--- src/rtl/mouse_pkg.sv ---
// Shared types for the mouse cursor controller.
// FSM states, event record and FIFO sizing.
package mouse_pkg;

  typedef enum logic [1:0] {
    IDLE,
    CALC_X,
    CALC_Y,
    EVENT
  } state_e;

  typedef struct packed {
    logic [2:0] btn_new;
    logic [2:0] btn_changed;
  } evt_t;

  localparam int EVT_FIFO_DEPTH = 4;
  localparam int EVT_W = $bits(evt_t);

  function automatic int max2(int a, int b);
    return (a > b) ? a : b;
  endfunction

endpackage

--- src/rtl/mouse_cursor_ctrl_if.sv ---
// Packet input and event output bundle.
// slave = controller side, master = host side.
interface mouse_cursor_ctrl_if;

  logic       pkt_valid_i;
  logic [8:0] dx_i;
  logic [8:0] dy_i;
  logic [2:0] btn_i;
  logic       evt_valid_o;
  logic [5:0] evt_data_o;
  logic       evt_ack_i;

  modport slave (
    input  pkt_valid_i,
    input  dx_i,
    input  dy_i,
    input  btn_i,
    input  evt_ack_i,
    output evt_valid_o,
    output evt_data_o
  );

  modport master (
    output pkt_valid_i,
    output dx_i,
    output dy_i,
    output btn_i,
    output evt_ack_i,
    input  evt_valid_o,
    input  evt_data_o
  );

endinterface

--- src/rtl/mouse_evt_fifo.sv ---
// First-word fall-through event FIFO.
// Push while full succeeds only with a same-cycle pop.
module mouse_evt_fifo #(
  parameter int DEPTH = 4,
  parameter int W     = 6
) (
  input  logic         clk_i,
  input  logic         rst_i,
  input  logic         push_i,
  input  logic [W-1:0] data_i,
  input  logic         pop_i,
  output logic [W-1:0] data_o,
  output logic         full_o,
  output logic         empty_o
);

  localparam int AW = (DEPTH > 1) ? $clog2(DEPTH) : 1;
  localparam int CW = $clog2(DEPTH + 1);

  logic [W-1:0]  mem_q [DEPTH];
  logic [AW-1:0] wr_q, wr_d;
  logic [AW-1:0] rd_q, rd_d;
  logic [CW-1:0] cnt_q, cnt_d;
  logic          do_push;
  logic          do_pop;

  assign full_o  = (cnt_q == CW'(DEPTH));
  assign empty_o = (cnt_q == '0);
  assign data_o  = mem_q[rd_q];

  // Pointer and occupancy bookkeeping.
  always_comb begin
    do_pop  = pop_i && !empty_o;
    do_push = push_i && (!full_o || do_pop);
    wr_d    = wr_q;
    rd_d    = rd_q;
    cnt_d   = cnt_q;
    if (do_push) begin
      wr_d = (wr_q == AW'(DEPTH - 1)) ? '0 : wr_q + AW'(1);
    end
    if (do_pop) begin
      rd_d = (rd_q == AW'(DEPTH - 1)) ? '0 : rd_q + AW'(1);
    end
    unique case ({do_push, do_pop})
      2'b10:   cnt_d = cnt_q + CW'(1);
      2'b01:   cnt_d = cnt_q - CW'(1);
      default: cnt_d = cnt_q;
    endcase
  end

  // Pointer and count registers.
  always_ff @(posedge clk_i) begin
    if (rst_i) begin
      wr_q  <= '0;
      rd_q  <= '0;
      cnt_q <= '0;
    end else begin
      wr_q  <= wr_d;
      rd_q  <= rd_d;
      cnt_q <= cnt_d;
    end
  end

  // Storage; contents are don't-care while empty.
  always_ff @(posedge clk_i) begin
    if (do_push) begin
      mem_q[wr_q] <= data_i;
    end
  end

endmodule

--- src/rtl/mouse_cursor_ctrl.sv ---
// PS/2 mouse cursor tracker with clamped X/Y,
// button-change event FIFO and sticky error flags.
module mouse_cursor_ctrl
  import mouse_pkg::*;
#(
  parameter int WIDTH       = 640,
  parameter int HEIGHT      = 480,
  parameter int X_POS_WIDTH = 10,
  parameter int Y_POS_WIDTH = 10
) (
  input  logic                   clk_i,
  input  logic                   rst_i,
  mouse_cursor_ctrl_if.slave     bus,
  input  logic                   center_i,
  input  logic                   clr_i,
  output logic [X_POS_WIDTH:0]   x_pos_o,
  output logic [Y_POS_WIDTH:0]   y_pos_o,
  output logic                   irq_o,
  output logic                   drop_o,
  output logic                   ovf_o
);

  localparam int XW = X_POS_WIDTH;
  localparam int YW = Y_POS_WIDTH;
  localparam int PW = max2(XW, YW) + 1;
  localparam int AW = max2(XW, YW) + 3;

  localparam logic [AW-1:0] W_LIM = AW'(WIDTH);
  localparam logic [AW-1:0] H_LIM = AW'(HEIGHT);
  localparam logic [PW-1:0] W_MAX = PW'(WIDTH - 1);
  localparam logic [PW-1:0] H_MAX = PW'(HEIGHT - 1);
  localparam logic [XW:0]   X_MID = (XW + 1)'(WIDTH / 2);
  localparam logic [YW:0]   Y_MID = (YW + 1)'(HEIGHT / 2);

  state_e        state_q, state_d;
  logic [8:0]    dx_q, dy_q;
  logic [2:0]    btn_q, btn_prev_q;
  logic [XW:0]   x_q, x_d;
  logic [YW:0]   y_q, y_d;
  logic          drop_q, drop_d;
  logic          ovf_q, ovf_d;

  logic          idle;
  logic          accept;
  logic          center_go;
  logic          drop_set;
  logic          ovf_set;
  logic          push;
  evt_t          evt;

  logic          sub;
  logic [AW-1:0] op_a, op_b, sum, lim;
  logic [PW-1:0] clamp;

  logic [EVT_W-1:0] fifo_data;
  logic             fifo_full;
  logic             fifo_empty;

  assign idle      = (state_q == IDLE);
  assign accept    = idle && bus.pkt_valid_i && !center_i;
  assign center_go = idle && center_i;
  assign drop_set  = bus.pkt_valid_i && (!idle || center_i);

  assign evt.btn_new     = btn_q;
  assign evt.btn_changed = btn_q ^ btn_prev_q;
  assign push            = (state_q == EVENT) && (|evt.btn_changed);
  assign ovf_set         = push && fifo_full && !bus.evt_ack_i;

  // Shared adder: x+dx in CALC_X, y-dy in CALC_Y, then clamp.
  always_comb begin
    sub  = (state_q == CALC_Y);
    op_a = sub ? {{(AW-YW-1){1'b0}}, y_q}
               : {{(AW-XW-1){1'b0}}, x_q};
    op_b = sub ? ~{{(AW-9){dy_q[8]}}, dy_q}
               :  {{(AW-9){dx_q[8]}}, dx_q};
    sum  = op_a + op_b + {{(AW-1){1'b0}}, sub};
    lim  = sub ? H_LIM : W_LIM;
    if (sum[AW-1]) begin
      clamp = '0;
    end else if (sum >= lim) begin
      clamp = sub ? H_MAX : W_MAX;
    end else begin
      clamp = sum[PW-1:0];
    end
  end

  // Next state and next register values.
  always_comb begin
    state_d = state_q;
    x_d     = x_q;
    y_d     = y_q;
    drop_d  = drop_q;
    ovf_d   = ovf_q;
    unique case (state_q)
      IDLE:    if (accept) state_d = CALC_X;
      CALC_X:  state_d = CALC_Y;
      CALC_Y:  state_d = EVENT;
      EVENT:   state_d = IDLE;
      default: state_d = IDLE;
    endcase
    if (center_go) begin
      x_d = X_MID;
      y_d = Y_MID;
    end else if (state_q == CALC_X) begin
      x_d = clamp[XW:0];
    end else if (state_q == CALC_Y) begin
      y_d = clamp[YW:0];
    end
    if (clr_i) begin
      drop_d = 1'b0;
      ovf_d  = 1'b0;
    end
    if (drop_set) drop_d = 1'b1;
    if (ovf_set)  ovf_d  = 1'b1;
  end

  // State, position and flag registers.
  always_ff @(posedge clk_i) begin
    if (rst_i) begin
      state_q    <= IDLE;
      x_q        <= '0;
      y_q        <= '0;
      btn_prev_q <= '0;
      drop_q     <= 1'b0;
      ovf_q      <= 1'b0;
    end else begin
      state_q <= state_d;
      x_q     <= x_d;
      y_q     <= y_d;
      drop_q  <= drop_d;
      ovf_q   <= ovf_d;
      if (state_q == EVENT) begin
        btn_prev_q <= btn_q;
      end
    end
  end

  // Packet capture on acceptance.
  always_ff @(posedge clk_i) begin
    if (rst_i) begin
      dx_q  <= '0;
      dy_q  <= '0;
      btn_q <= '0;
    end else if (accept) begin
      dx_q  <= bus.dx_i;
      dy_q  <= bus.dy_i;
      btn_q <= bus.btn_i;
    end
  end

  mouse_evt_fifo #(
    .DEPTH (EVT_FIFO_DEPTH),
    .W     (EVT_W)
  ) u_fifo (
    .clk_i   (clk_i),
    .rst_i   (rst_i),
    .push_i  (push),
    .data_i  (evt),
    .pop_i   (bus.evt_ack_i),
    .data_o  (fifo_data),
    .full_o  (fifo_full),
    .empty_o (fifo_empty)
  );

  assign bus.evt_valid_o = !fifo_empty;
  assign bus.evt_data_o  = fifo_data;
  assign x_pos_o         = x_q;
  assign y_pos_o         = y_q;
  assign drop_o          = drop_q;
  assign ovf_o           = ovf_q;
  assign irq_o           = !fifo_empty || drop_q || ovf_q;

endmodule

--- src/flat_wrapper.sv ---
// flat-port wrapper written by rule: the top's interface ports become plain ports
module mouse_cursor_ctrl_flat import mouse_pkg::*;
#(
  parameter int WIDTH       = 640,
  parameter int HEIGHT      = 480,
  parameter int X_POS_WIDTH = 10,
  parameter int Y_POS_WIDTH = 10
)
  (clk_i, rst_i, center_i, clr_i, x_pos_o, y_pos_o, irq_o, drop_o, ovf_o, bus_pkt_valid_i, bus_dx_i, bus_dy_i, bus_btn_i, bus_evt_ack_i, bus_evt_valid_o, bus_evt_data_o);
  mouse_cursor_ctrl_if bus_i ();
  input  logic clk_i;
  input  logic rst_i;
  input  logic center_i;
  input  logic clr_i;
  output logic [X_POS_WIDTH:0] x_pos_o;
  output logic [Y_POS_WIDTH:0] y_pos_o;
  output logic irq_o;
  output logic drop_o;
  output logic ovf_o;
  input wire logic [$bits(bus_i.pkt_valid_i)-1:0] bus_pkt_valid_i;
  input wire logic [$bits(bus_i.dx_i)-1:0] bus_dx_i;
  input wire logic [$bits(bus_i.dy_i)-1:0] bus_dy_i;
  input wire logic [$bits(bus_i.btn_i)-1:0] bus_btn_i;
  input wire logic [$bits(bus_i.evt_ack_i)-1:0] bus_evt_ack_i;
  output wire logic [$bits(bus_i.evt_valid_o)-1:0] bus_evt_valid_o;
  output wire logic [$bits(bus_i.evt_data_o)-1:0] bus_evt_data_o;
  assign bus_i.pkt_valid_i = bus_pkt_valid_i;
  assign bus_i.dx_i = bus_dx_i;
  assign bus_i.dy_i = bus_dy_i;
  assign bus_i.btn_i = bus_btn_i;
  assign bus_i.evt_ack_i = bus_evt_ack_i;
  assign bus_evt_valid_o = bus_i.evt_valid_o;
  assign bus_evt_data_o = bus_i.evt_data_o;
  mouse_cursor_ctrl #(.WIDTH(WIDTH), .HEIGHT(HEIGHT), .X_POS_WIDTH(X_POS_WIDTH), .Y_POS_WIDTH(Y_POS_WIDTH)) u_core (.clk_i(clk_i), .rst_i(rst_i), .bus(bus_i), .center_i(center_i), .clr_i(clr_i), .x_pos_o(x_pos_o), .y_pos_o(y_pos_o), .irq_o(irq_o), .drop_o(drop_o), .ovf_o(ovf_o));
endmodule
--- config.mk ---
export PLATFORM = sky130hd
export DESIGN_NAME = mouse_cursor_ctrl_flat
export DESIGN_NICKNAME = d
export VERILOG_FILES = /design/src/rtl/mouse_pkg.sv /design/src/rtl/mouse_cursor_ctrl_if.sv /design/src/rtl/mouse_evt_fifo.sv /design/src/rtl/mouse_cursor_ctrl.sv /design/src/flat_wrapper.sv
export SDC_FILE = /design/constraint.sdc
export NUM_CORES = 1
export LEC_CHECK = 0
export ABC_CLOCK_PERIOD_IN_PS = 5800
export BUFFER_PORTS_ARGS = -buffer_cell sky130_fd_sc_hd__buf_2
export CAP_MARGIN = 20
export CORE_UTILIZATION = 55
export DETAILED_ROUTE_END_ITERATION = 6
export PLACE_DENSITY = 0.77
export SYNTH_ARGS = -nofsm -noshare
export SYNTH_HDL_FRONTEND = slang
export SYNTH_SLANG_ARGS = --single-unit
--- constraint.sdc ---
create_clock -name clk_i -period 5.8 [get_ports clk_i]
set_input_delay 0.58 -clock clk_i [delete_from_list [all_inputs] [get_ports clk_i]]
set_output_delay 0.58 -clock clk_i [all_outputs]
set_load 0.05 [all_outputs]
After elaboration in Yosys (flattened, before gate mapping):

Memories as Yosys holds them, arrays and structs flattened. A register that Yosys moved wholly into a read port is not among the register bits.
Cells that the tools add are included.

* flip-flop bits (word level): 57
* bits in latches: 0
* memory bits (writable): 24
* bits in read-only memories: 0
* input port bits: 27
* output and inout bits: 32
* memories: 1

Memory list
* u_core.u_fifo.mem_q: depth 4, bits a word 6, rd ports 1, clocked after Yosys merged registers in 1, write ports 1, line mouse_evt_fifo.sv:20 `logic [W-1:0] mem_q [DEPTH];`

* $add $sub $neg: 6
* multiply operators: 0
* divide/modulo/power cells: 0
* $lt $le $gt $ge: 1
* equal/unequal tests: 10
* shifts and indexed selects: 0
* multiplexer cells: 23
* bitwise operators: 3
* reduce and logical (&&, ||, !) cells: 29

Operators by type and width (number)
* 11-bit two-way mux: 3
* 8-bit two-way mux: 3
* 10-bit two-way mux: 2
* 9-bit two-way mux: 2
* 13-bit by 1-bit adder with 13-bit output: 1
* 13-bit adder: 1
* 13-bit greater-or-equal comparator: 1
* 13-bit two-way mux: 1
* 13-bit NOT: 1
* 2-bit == test, second input constant: 5
* 2-bit two-way mux: 5
* 2-bit nonzero test: 5
* 1-bit logical AND: 9
* 2-bit case mux with 4 select lines: 1
* 3-bit case mux with 2 select lines: 1
* 1-bit zero test: 5
* 1-bit two-way mux: 5
* 2-bit by 1-bit adder with 2-bit output, second input constant: 2
* 2-bit by 1-bit == test with 1-bit output, second input constant: 2
* 1-bit logical OR: 4
* 2-bit AND reduction: 2
* 3-bit by 1-bit adder with 3-bit output, second input constant: 1
* 3-bit == test, second input constant: 1
* 3-bit zero test: 1
* 8 further kinds: 8

Logic depth before layout (Yosys ltp):

Gate-level depths: netlist (run 1).

* depth after elaboration: 10
* mapped depth: 21

Cells and area by module:

Synthesis (run 1) repeated with hierarchy kept, for this count alone.

* cell total of the unflattened synthesis: 457
* area, all modules: 4510.6 um^2

Modules (own cells, without submodules)
* mouse_cursor_ctrl: times used 1, cells each 366, area an instance 3056.7 um^2, seq. area each 1001.0 um^2
* mouse_evt_fifo: times used 1, cells each 91, area an instance 1453.9 um^2, seq. area each 900.9 um^2

Worst setup path after synthesis (run 1):

Ideal clock, no wire load.

* path type: flip-flop to flip-flop
* start point: register u_core.state_q[0]
* end point: register u_core.y_q[5], in the netlist u_core.y_pos_o[5]
* arrival time: 4543 ps
* setup slack: 1178 ps
* stages on the path, launching flop included: 19
* buffers on the path: 2
* period minus slack after synthesis: 4622 ps
* cell sequence: dfxtp_1 -> inv_1 -> ha_1 -> buf_6 -> clkbuf_1 -> mux2_2 -> ha_1 -> nor3_1 -> nand3_1 -> a31oi_1 -> xnor2_1 -> ha_1 -> or2b_2 -> a21oi_1 -> a2111oi_2 -> o311a_1 -> o2111ai_2 -> or4_4 -> a211oi_2

* cells in the longest elaborated chain, start to end: 10
* elaborated cells on any way between the ends: 19

Ends and longest elaborated chain
* start, declared: line mouse_cursor_ctrl.sv:35 `state_e state_q, state_d;`
* start signal, assigned: line mouse_cursor_ctrl.sv:127 `state_q <= state_d;`
* 2-bit == test: line mouse_cursor_ctrl.sv:71, mouse_cursor_ctrl.sv:106
* 11-bit two-way mux / 13-bit two-way mux (equally long branches): line mouse_cursor_ctrl.sv:72, mouse_cursor_ctrl.sv:74
* 13-bit adder: line mouse_cursor_ctrl.sv:76 `sum = op_a + op_b + {{(AW-1){1'b0}}, sub};`
* 13-bit by 1-bit adder with 13-bit output: line mouse_cursor_ctrl.sv:76
* 13-bit greater-or-equal comparator: line mouse_cursor_ctrl.sv:80 `end else if (sum >= lim) begin`
* 11-bit two-way mux: line mouse_cursor_ctrl.sv:80
* 11-bit two-way mux: line mouse_cursor_ctrl.sv:78 `if (sum[AW-1]) begin`
* 8-bit two-way mux: line mouse_cursor_ctrl.sv:106 `end else if (state_q == CALC_Y) begin`
* 8-bit two-way mux: line mouse_cursor_ctrl.sv:104 `end else if (state_q == CALC_X) begin`
* 8-bit two-way mux: line mouse_cursor_ctrl.sv:101 `if (center_go) begin`
* end signal, assigned: line mouse_cursor_ctrl.sv:129 `y_q <= y_d;`
* end, declared: line mouse_cursor_ctrl.sv:39 `logic [YW:0] y_q, y_d;`

Several ways; a longest one is shown, not always the timed one. The select of a mux whose other input is x is not followed.
A chain may end at the register's enable or synchronous reset.

Final worst setup path (run 1):

Same ends and word-level chain as after synthesis.

==> out/qor_table.md, run 1 <==
| Quantity | This run | Unit |
| --- | --- | --- |
| Cell Area, Synth | 4400 | um2 |
| Total clock buffers created by CTS | 9 | - |
| 1st-pass router iterations | 5 | - |
| Number of enable-type register cells in the synthesized netlist | 24 | - |
| Layout cell share with drive strength beyond 1 | 22.3 | % |
| Post-DR vias/cell | 5.71 | - |
| Total design power | 2.41 | mW |
| Starting density of the core | 57.0 | % |
| Root buf cell | clkbuf_8 | - |
| Met1 GRT Util | 31.8 | % |
| DRT antenna net count | 0 | - |
| Sequential cell area | 1900 | um2 |
| Final antenna diode count | 0 | - |
| Power Density | 488 | nW/um2 |
| Worst min path class | input pin to flip-flop | - |
| Nets | 548 | - |
| Width of the die | 91.5 | um |
| Multi-input gate area in the final layout | 2340 | um2 |
| Total GRT Usage | 24.2 | % |
| Starting DRC count in detailed routing | 259 | - |
| Type of the worst setup path | flip-flop to flip-flop | - |
| Number of setup buffers added after CTS | 0 | - |
| Synth unique cells | 67 | - |
| Share of async-settable or async-resettable flops after synthesis | 0 | % |
| Crit. End Element | flip-flop | - |
| Number of fill cells | 639 | - |
| Height of the chip | 91.5 | um |
| Number of max-cap violations | 0 | - |
| Number of clock sinks | 83 | - |
| Hold Worst Slack | 0.445 | ns |
| Mean Syn Cell Area | 9.98 | um2 |
| Vias after detailed routing | 3,423 | - |
| Worst max-slew margin expressed relative to the limit | 38.4 | % |
| Post-Synthesis Net Count | 496 | - |
| Transition time at the pin with the least slew margin | 0.922 | ns |
| Initial antenna violation count | 0 | - |
| DP HPWL | 7.19 | mm |
| Portion of the clock cycle consumed by the worst path in the final layout | 90.1 | % |
| Design internal power | 1.29 | mW |
| Yosys top cell area share | 26.8 | % |
| Slowest stage cell, crit path | ha_1 | - |
| Number of core rows | 32 | - |
| Cell type contributing the most total cell area after synthesis | dfxtp_1 | - |
| Synth top area cells | dfxtp_1 27%, edfxtp_1 16%, ha_1 7.1%, nand2_1 5.4%, a21oi_1 4.7% | - |
| CP Launch Type | flip-flop | - |
| Worst IR drop on VDD | 0.296 | mV |
| Sequential power share | 31.1 | % |
| Synthesized instance count | 441 | - |
| GRT overflow | 0 | - |
| Min setup slack post-route | 0.573 | ns |
| Final hold viol count | 0 | - |
| Pre-CTS setup slack | 0.616 | ns |
| Final clock skew | 0.0108 | ns |
| Share of synthesized area occupied by flip-flops and latches | 43.2 | % |
| Hold Crit Depth | 3 | - |
| Setup repair after global routing missed its margin | false | - |
| Post-detailed-route wirelength per cell | 15.9 | um |
| Data required time of the critical path | 6.09 | ns |
| Share of power burned in the clock network | 16.8 | % |
| Total DRC errors in the routed layout | 0 | - |
| Highest cell delay on the worst timing path | 0.79 | ns |
| End of the worst register-to-register path | u_core.y_pos_o[5] | - |
| Placed cells | 584 | - |
| Worst min-delay path startpoint | bus_dx_i[4] | - |
| Via count of the first global-routing pass | 3,285 | - |
| GP Congestion | 0.923 | - |
| Hold buffer count at CTS | 0 | - |
| Worst reg2reg startpoint | u_core.state_q[0] | - |
| Net load switching power | 1.12 | mW |
| Max FO, Critical Path | 22 | - |
| Count of placed standard cells in the final layout, fillers left out | 600 | - |
| Most instantiated flip-flop cell in the synthesis netlist | dfxtp_1 | - |
| Post-cts resize count | 0 | - |
| Worst skew pair latency | 0.36 | ns |
| Final core utilization | 63.9 | % |
| Net switching share of the total power | 46.5 | % |
| TritonCTS clock tree | built | - |
| Worst-path clk slew | 0.09 | ns |
| Combinational fraction of design power | 52.1 | % |
| Number of levels in the clock H-tree | 3 | - |
| Reg2reg setup slack | 0.57 | ns |
| Total I/O pin count | 59 | - |
| Register bit count reported by yosys | 83 | - |
| Post-detailed-routing wire length | 9.52 | mm |
| Data arrival time of the worst path | 5.51 | ns |
| Met2 GRT Util | 38.9 | % |
| GRT Max-Usage Layer | met2 | - |
| Run status | complete, no violations | - |
| Layout overhead on the synthesized area | 12.1 | % |
| R2R depth | 17 | - |
| Cell area after placement | 4740 | um2 |
| Time the worst path needs with I/O delays and setup | 5.23 | ns |
| Final std cell area, no fill | 4930 | um2 |
| Final Max Slew Viols | 0 | - |
| Wire length of the first global-routing pass | 15.7 | mm |
| End point of the worst hold path | u_core.dx_q[4] | - |
| Count of synthesis-stage warnings from yosys | 0 | - |
| Setup violators final | 0 | - |
| Total die area | 8360 | um2 |
| Total of buffers placed on input and output ports | 58 | - |
| F_max | 0.191 | GHz |
| Met3 capacity usage during global routing | 4.27 | % |
| Cell Chain, Critical Path | inv_1, ha_1, inv_1, fa_1, nor2b_1, o2111ai_1, nand3_1, a31oi_1, xnor2_1, ha_1, or2b_2, a21oi_1, a2111oi_2, o311a_1, o2111ai_2, or4_4, a211oi_2 | - |
| Static leakage power | 2.04 | nW |
| Pin count of the biggest net entering global routing | 45 | - |
| Floorplan Core Area | 7730 | um2 |
| Maximum buffer depth of the clock tree | 2 | - |
| Sum Neg Setup Slack | 0 | ns |
[power by group through the flow]
stage	logic, mW	registers [mW]	clock network, mW
floorplan	0.900	0.848	0
global placement	1.22	0.761	0
detailed placement	1.24	0.762	0
CTS	1.24	0.750	0.410
global route	1.37	0.761	0.431
finish	1.25	0.750	0.404
[layout by cell type (no fill, tap or decap), types with 12 or more instances in the layout]
cell       n
inv_1     17
dfxtp_1   59
edfxtp_1  24
nand2_1   63
a21oi_1   41
nor2_1    31
buf_2     58
ha_1      25
nand3_1   12
[synth_stat cells, types with 7 or more instances]
master / count
nand2_1: 63
clkbuf_1: 13
dfxtp_1: 59
o21ai_0: 7
edfxtp_1: 24
mux2_2: 10
nor2_1: 31
nand3_1: 12
ha_1: 25
mux2i_1: 9
inv_1: 17
a22o_1: 9
a21oi_1: 41
xor2_1: 10
[worst max-delay path: cells and delay by family (launching register included)]
kind | cells | cell delay [ns]
AOI/OAI and AO/OA | 7 | 1.31
DFF | 1 | 0.35
and+or+nand+nor | 4 | 1.13
adders and majority gates | 3 | 1.63
xor gates and xnor gates | 1 | 0.27
buffers and inverters | 2 | 0.46
[layout make-up]
cell class                      count  share of cell area [%]
Clock inverter                      6                    1.09
Inverter                           17                    1.29
Sequential cell                    83                    38.5
Multi-Input combinational cell    322                    47.5
Clock buffer                       10                    2.79
Timing Repair Buffer               60                    6.19
Tap cell                          102                    2.59
[flip-flops by register name (all words and copies together), names as in the netlist, named ones only]
register and cells:
u_core.u_fifo.wr_q 2, u_core.dy_q 9, u_core.btn_q 3, u_core.state_q 2, u_core.u_fifo.cnt_q 3, u_core.x_pos_o 11, u_core.y_pos_o 11, u_core.u_fifo.rd_q 2
u_core.drop_o 1, u_core.ovf_o 1, u_core.dx_q 9, u_core.btn_prev_q 3, u_core.u_fifo.mem_q 24
[how the worst max path moves through the flow]
stage	start	end	slack [ns]	cells after the start
finish	u_core.state_q[0]	u_core.y_pos_o[5]	0.57	17
floorplan	u_core.state_q[0]	u_core.y_pos_o[5]	1.18	18
CTS	u_core.state_q[0]	u_core.y_pos_o[5]	0.59	17
global placement	u_core.state_q[0]	u_core.y_pos_o[5]	0.80	17
detailed placement	u_core.state_q[0]	u_core.y_pos_o[5]	0.62	17
global route	u_core.state_q[0]	u_core.y_pos_o[5]	0.17	17
[logic make-up after synthesis]
| logic type | share of synthesized area (%) |
|---|---|
| simple gates | 15.9 |
| compound gates | 17.1 |
| flops | 43.2 |
| buf+inv | 3.64 |
| fa+ha+maj | 8.47 |
| mux | 7.67 |
| xor+xnor | 4.06 |
[metal layers]
layer | vias to the layer above | wire (um)
met5 | - | 0
met4 | 0 | 261
met3 | 21 | 576
met2 | 122 | 4450
met1 | 1587 | 4230
li1 | 1693 | -
No activity file was read; power rests on OpenSTA's default activity.
==> run 2, diff against run 1 <==
- ABC_AREA: unset -> 1
- BUFFER_PORTS_ARGS: -buffer_cell sky130_fd_sc_hd__buf_2 -> -buffer_cell sky130_fd_sc_hd__buf_4
==> run 2 against run 1 <==
Total power is 32% higher. Core utilization grew 2.1 points. Hold slack worse by 0.010 ns. Cell count grew 21%. Clock power is 6.2% higher. Global-route usage grew 2.8 points. Maximum frequency increased by 18%. Register-to-register slack improved by 0.81 ns. Clock skew is 0.0019 ns lower. Combinational power rose by 54%. Highest routed layer unchanged. Wire length up 11%.
==> out/qor_table.md, run 2 <==
| Quantity | This run | Unit |
| --- | --- | --- |
| Crit. End Element | flip-flop | - |
| Worst min path class | input pin to flip-flop | - |
| Placed cells | 711 | - |
| Data required time of the critical path | 6.04 | ns |
| GRT overflow | 0 | - |
| Post-DR vias/cell | 5.46 | - |
| Count of synthesis-stage warnings from yosys | 0 | - |
| Hold buffer count at CTS | 0 | - |
| GP Congestion | 0.949 | - |
| Number of max-cap violations | 0 | - |
| Power Density | 624 | nW/um2 |
| Cell Area, Synth | 4390 | um2 |
| Type of the worst setup path | flip-flop to flip-flop | - |
| Total I/O pin count | 59 | - |
| Cell type contributing the most total cell area after synthesis | dfxtp_1 | - |
| Count leader, synth | nand2_1 | - |
| Transition time at the pin with the least slew margin | 0.940 | ns |
| Post-detailed-route wirelength per cell | 14.6 | um |
| Final Max Slew Viols | 0 | - |
| Worst-path clk slew | 0.09 | ns |
| Cell Chain, Critical Path | inv_1, ha_1, buf_4, o21ai_0, inv_1, fa_1, inv_1, nand2_1, nand2_1, and2_1, nand2_1, nand2_1, xnor2_1, inv_1, ha_1, nand3_1, nor3_1, nand3_1, nor2_4, nor2_8, nand2_4, nand2_2, nand3_2, a21oi_1 | - |
| Worst max-slew margin expressed relative to the limit | 37.2 | % |
| Final antenna diode count | 0 | - |
| Sum Neg Setup Slack | 0 | ns |
| Post-cts resize count | 0 | - |
| Cell area after placement | 4900 | um2 |
| CP bufs+invs | 5 | - |
| Maximum buffer depth of the clock tree | 2 | - |
| Number of fill cells | 692 | - |
| Multi-input gate area in the final layout | 2180 | um2 |
| Register name with the most flops | u_core.u_fifo.mem_q | - |
| F_max | 0.227 | GHz |
| Yosys top cell area share | 26.9 | % |
| Count of placed standard cells in the final layout, fillers left out | 727 | - |
| Synth unique cells | 37 | - |
| Setup repair after global routing missed its margin | false | - |
| Data arrival time of the worst path | 4.65 | ns |
| Total GRT Usage | 27.0 | % |
| Post-Synthesis Net Count | 622 | - |
| Via count of the first global-routing pass | 3,740 | - |
| Most instantiated cells after synthesis | 100 x nand2_1, 84 x nor2_1, 74 x o21ai_0 | - |
| Height of the chip | 91.3 | um |
| Synth top area cells | dfxtp_1 27%, edfxtp_1 16%, nand2_1 8.5%, o21ai_0 8.4%, nor2_1 7.2% | - |
| Number of levels in the clock H-tree | 3 | - |
| Starting DRC count in detailed routing | 298 | - |
| Post-detailed-routing wire length | 10.6 | mm |
| Wire length of the first global-routing pass | 17.7 | mm |
| Sequential cell area | 1900 | um2 |
| Root buf cell | clkbuf_8 | - |
| Setup violators final | 0 | - |
| Total die area | 8340 | um2 |
| CP Launch Type | flip-flop | - |
| Nets | 675 | - |
| Final core utilization | 65.9 | % |
| DP HPWL | 7.84 | mm |
| Commonest cells after routing, fill and taps aside | 100 x nand2_1, 84 x nor2_1, 74 x o21ai_0 | - |
| Static leakage power | 2.38 | nW |
| Number of clock sinks | 83 | - |
| Share of async-settable or async-resettable flops after synthesis | 0 | % |
| Pin count of the biggest net entering global routing | 38 | - |
| Time the worst path needs with I/O delays and setup | 4.41 | ns |
| Mean Syn Cell Area | 7.74 | um2 |
| Register bit count reported by yosys | 83 | - |
| Worst skew pair latency | 0.36 | ns |
| Slowest stage cell, crit path | o21ai_0 | - |
| Total DRC errors in the routed layout | 0 | - |
| Final clock skew | 0.00889 | ns |
| Most common cell after layout, fill and taps aside | nand2_1 | - |
| Largest delay contributor family on the critical path | simple AND/OR/NAND/NOR gates | - |
| Share of synthesized area occupied by flip-flops and latches | 43.3 | % |
| Floorplan Core Area | 7730 | um2 |
| Number of enable-type register cells in the synthesized netlist | 24 | - |
| Total of buffers placed on input and output ports | 58 | - |
| Width of the die | 91.3 | um |
| Initial antenna violation count | 0 | - |
| Layout overhead on the synthesized area | 16.0 | % |
| Vias after detailed routing | 3,966 | - |
| Starting density of the core | 56.8 | % |
| Run status | complete, no violations | - |
| TritonCTS clock tree | built | - |
| Most instantiated flip-flop cell in the synthesis netlist | dfxtp_1 | - |
| Total clock buffers created by CTS | 9 | - |
| Final std cell area, no fill | 5090 | um2 |
| Number of flip-flops in the largest register | 24 | - |
| Synthesized instance count | 567 | - |
| Number of setup buffers added after CTS | 0 | - |
| 1st-pass router iterations | 5 | - |
| Number of core rows | 32 | - |
| Final hold viol count | 0 | - |
| Layout cell share with drive strength beyond 1 | 15.8 | % |
| DRT antenna net count | 0 | - |
| Portion of the clock cycle consumed by the worst path in the final layout | 76.1 | % |
| Worst IR drop on VDD | 0.268 | mV |
| Max FO, Critical Path | 17 | - |
| Highest cell delay on the worst timing path | 0.48 | ns |
## run 2: cell types whose count changed in the layout (fill, tap and decap cells not counted), moves of 8 or more
| cell | previous run | this run |
|---|---|---|
| nand3_1 | 12 | 28 |
| buf_2 | 58 | 0 |
| o21ai_0 | 7 | 74 |
| a22o_1 | 9 | 0 |
| nand2_1 | 63 | 100 |
| mux2_2 | 10 | 0 |
| inv_1 | 17 | 60 |
| buf_4 | 2 | 60 |
| mux2i_1 | 9 | 1 |
| nor2_1 | 31 | 84 |
## run 2: metrics by stage
step	total power, mW	hold WS (ns)	worst slack [ns]
3_5_place_dp	2.73	0.466	1.47
2_1_floorplan	2.26	0.444	1.93
5_1_grt	3.40	0.446	1.10
3_3_place_gp	2.67	0.466	1.65
6_report	3.18	0.435	1.39
4_1_cts	3.15	0.432	1.46
## run 2: kinds of logic after synthesis
kind of cell,Yosys count,share of synthesized area (%)
and+or+nand+nor,241,24.2
xor gates and xnor gates,9,1.80
adders and majority gates,28,8.49
DFF,83,43.3
muxes,1,0.228
buffers and inverters,80,6.95
AOI/OAI and AO/OA,125,15.0
## run 2: worst paths after layout
path	start	endpoint	slack [ns]	cells past startpoint
setup / recovery	u_core.state_q[0]	u_core.x_pos_o[5]	1.39	24
hold / removal	bus_btn_i[1]	u_core.btn_q[1]	0.44	3
setup reg to reg	u_core.state_q[0]	u_core.x_pos_o[5]	1.39	24
hold reg to reg	u_core.u_fifo.cnt_q[0]	u_core.u_fifo.cnt_q[0]	0.49	1
## run 2: area by class of cell
type                    instances  area share (%)
flip-flops and latches         83            37.3
inverters                      62            4.57
multi-input cells             404            42.9
well taps                     102            2.50
clock inverters                 7            1.47
repair buffers                 60            8.84
clock buffers                   9            2.43
## run 2: power breakdown
group | internal (mW) | switching (mW)
clock | 0.202 | 0.226
combinational | 0.598 | 1.33
sequential | 0.721 | 0.0990
total | 1.52 | 1.66
## run 2: layer usage
layer,share of wire [%],vias up,track usage (%)
met5,0,-,0
met4,2.2,0,12.6
met3,6.2,21,4.19
met2,47,150,44.7
met1,44,1830,34.6
li1,-,1965,-
## run 2: tightest hold or removal path: stages
cell	delay (ns)
buf_4	0.08
nor2_1	0.03
nor2_1	0.08
==> run 3, diff against run 2 <==
- ABC_AREA: 1 -> 0
- ABC_CLOCK_PERIOD_IN_PS: 5800 -> 4400
- clock period: 5.8 -> 4.4 ns (I/O delays scaled with it)
==> run 3 against run 2 <==
Wire length is 0.25% lower. Count of clock-buffer cells in the layout rose by 1. Sequential power grew 22%. Critical path depth down 7. Register-to-register slack got worse by 1.2 ns. Worst setup slack worse by 1.2 ns. Clock power is 38% higher.
==> out/qor_table.md, run 3 (synthesized netlist as in run 1, its figures left out) <==
| Quantity | This run | Unit |
| --- | --- | --- |
| F_max | 0.237 | GHz |
| WL met1 | 4.60 | mm |
| Worst-path clk slew | 0.09 | ns |
| Min setup slack post-route | 0.183 | ns |
| CP Launch Type | flip-flop | - |
| Root buf cell | clkbuf_8 | - |
| Reg2reg setup slack | 0.18 | ns |
| Pre-CTS setup slack | -0.0442 | ns |
| Most common cell after layout, fill and taps aside | buf_4 | - |
| Height of the chip | 91.5 | um |
| Total I/O pin count | 59 | - |
| Nets | 573 | - |
| Total of buffers placed on input and output ports | 58 | - |
| Crit. End Element | flip-flop | - |
| Data arrival time of the worst path | 4.51 | ns |
| Total die area | 8360 | um2 |
| Final Max Slew Viols | 0 | - |
| DRT antenna net count | 0 | - |
| Post-DR vias/cell | 5.71 | - |
| Starting DRC count in detailed routing | 187 | - |
| Number of levels in the clock H-tree | 3 | - |
| Via count of the first global-routing pass | 3,579 | - |
| TritonCTS clock tree | built | - |
| Hold buffer count at CTS | 0 | - |
| Starting density of the core | 57.0 | % |
| Final antenna diode count | 0 | - |
| Cell Chain, Critical Path | inv_2, ha_4, buf_6, mux2_2, ha_1, o21a_1, o21a_1, a31oi_1, xnor2_1, ha_1, or2b_2, a21oi_1, a2111oi_2, o311a_1, o2111ai_4, or4_4, a211oi_2 | - |
| Transition time at the pin with the least slew margin | 0.942 | ns |
| Met2 layer wire length in the routed design | 4.98 | mm |
| Pin count of the biggest net entering global routing | 45 | - |
| Worst max-slew margin expressed relative to the limit | 37.0 | % |
| Slowest stage cell, crit path | or4_4 | - |
| Hold Crit Depth | 3 | - |
| Post-detailed-route wirelength per cell | 16.9 | um |
| Total DRC errors in the routed layout | 0 | - |
| Wire length of the first global-routing pass | 17.5 | mm |
| Total design power | 3.56 | mW |
| Final clock skew | 0.00981 | ns |
| Wire length on met3 | 629 | um |
| GP Congestion | 0.894 | - |
| Worst min path class | input pin to flip-flop | - |
| Total clock buffers created by CTS | 9 | - |
| Layout overhead on the synthesized area | 22.2 | % |
| Final core utilization | 69.6 | % |
| R2R depth | 17 | - |
| Data required time of the critical path | 4.69 | ns |
| Total GRT Usage | 27.0 | % |
| Number of core rows | 32 | - |
| Type of the worst setup path | flip-flop to flip-flop | - |
| Portion of the clock cycle consumed by the worst path in the final layout | 95.8 | % |
| Worst skew pair latency | 0.36 | ns |
| Highest cell delay on the worst timing path | 0.54 | ns |
| Number of flip-flops in the largest register | 24 | - |
| DP HPWL | 7.91 | mm |
| Worst IR drop on VDD | 0.393 | mV |
| Maximum buffer depth of the clock tree | 2 | - |
| Layout cell share with drive strength beyond 1 | 28.1 | % |
| CP bufs+invs | 2 | - |
| Total stage count of the critical path | 17 | - |
| Max FO, Critical Path | 9 | - |
| Number of clock sinks | 83 | - |
| Vias after detailed routing | 3,569 | - |
| 1st-pass router iterations | 6 | - |
| Run status | complete, no violations | - |
| Largest delay contributor family on the critical path | compound AO/OA/AOI/OAI gates | - |
| Initial antenna violation count | 0 | - |
| Floorplan Core Area | 7730 | um2 |
| Number of max-cap violations | 0 | - |
| Post-detailed-routing wire length | 10.6 | mm |
| Static leakage power | 2.22 | nW |
| Register name with the most flops | u_core.u_fifo.mem_q | - |
| Highest routing layer actually used | met4 | - |
| Time the worst path needs with I/O delays and setup | 4.22 | ns |
| Power Density | 663 | nW/um2 |
| Setup violators final | 0 | - |
| GRT overflow | 0 | - |
| Final hold viol count | 0 | - |
| Commonest cells after routing, fill and taps aside | 83 x buf_4, 63 x nand2_1, 58 x dfxtp_1 | - |
| Width of the die | 91.5 | um |
run 3: cell count changes in the layout (fill, tap and decap cells not counted), sizes merged, moves of 9 or more:
cell | before | now
o21ai | 76 | 10
nor2 | 89 | 31
nand2 | 108 | 63
inv | 65 | 21
buf | 60 | 85
nand3 | 34 | 12
mux2 | 0 | 10
a22o | 0 | 9
run 3: through the flow:
step / std cells / instance area, um2 / hold WS (ns) / setup TNS [ns]
2_1_floorplan: 441 / 4410 / 0.433 / 0
6_report: 625 / 5380 / 0.316 / 0
3_5_place_dp: 603 / 5040 / 0.447 / -0.0638
4_1_cts: 619 / 5270 / 0.311 / 0
5_1_grt: 625 / 5380 / 0.321 / -0.0283
3_3_place_gp: 603 / 5040 / 0.444 / 0
run 3: worst paths after layout:
check                                  startpoint                end
worst min-delay path                  bus_dx_i[5]     u_core.dx_q[5]
worst min register to register     u_core.dy_q[0]     u_core.dy_q[0]
worst max register to register  u_core.state_q[0]  u_core.y_pos_o[5]
worst max-delay path            u_core.state_q[0]  u_core.y_pos_o[5]
run 3: report_power, final:
group / switching, mW / leakage, nW / internal, mW / total (mW)
combinational: 1.16 / 1.40 / 0.812 / 1.97
sequential: 0.112 / 0.702 / 0.888 / 1.00
clock: 0.304 / 0.110 / 0.289 / 0.593
run 3: routing by layer:
metal,track usage [%],up-vias
li1,-,1739
met3,4.10,28
met5,0,-
met2,44.2,137
met1,34.8,1665
met4,12.8,0
run 3: repair_timing:
| item | CTS | global route |
|---|---|---|
| endpoints found under the hold margin | 0 | 0 |
| setup endpoints to repair | 3 | 19 |
| pin swaps | 0 | 4 |
| gates resized for setup | 2 | 13 |
| buffers inserted | 0 | 6 |
run 3: final cells by class:
cell class | count | area [um2]
clock buffers | 10 | 138
clock inverters | 6 | 76.3
fillers | 613 | 2350
inverters | 17 | 63.8
multi-input cells | 322 | 2420
flip-flops and latches | 83 | 1900
well taps | 102 | 128
repair buffers | 85 | 646
run 3: tightest hold or removal path: stages:
cell	delay, ns
buf_4	0.11
nand2_1	0.04
a21oi_1	0.05
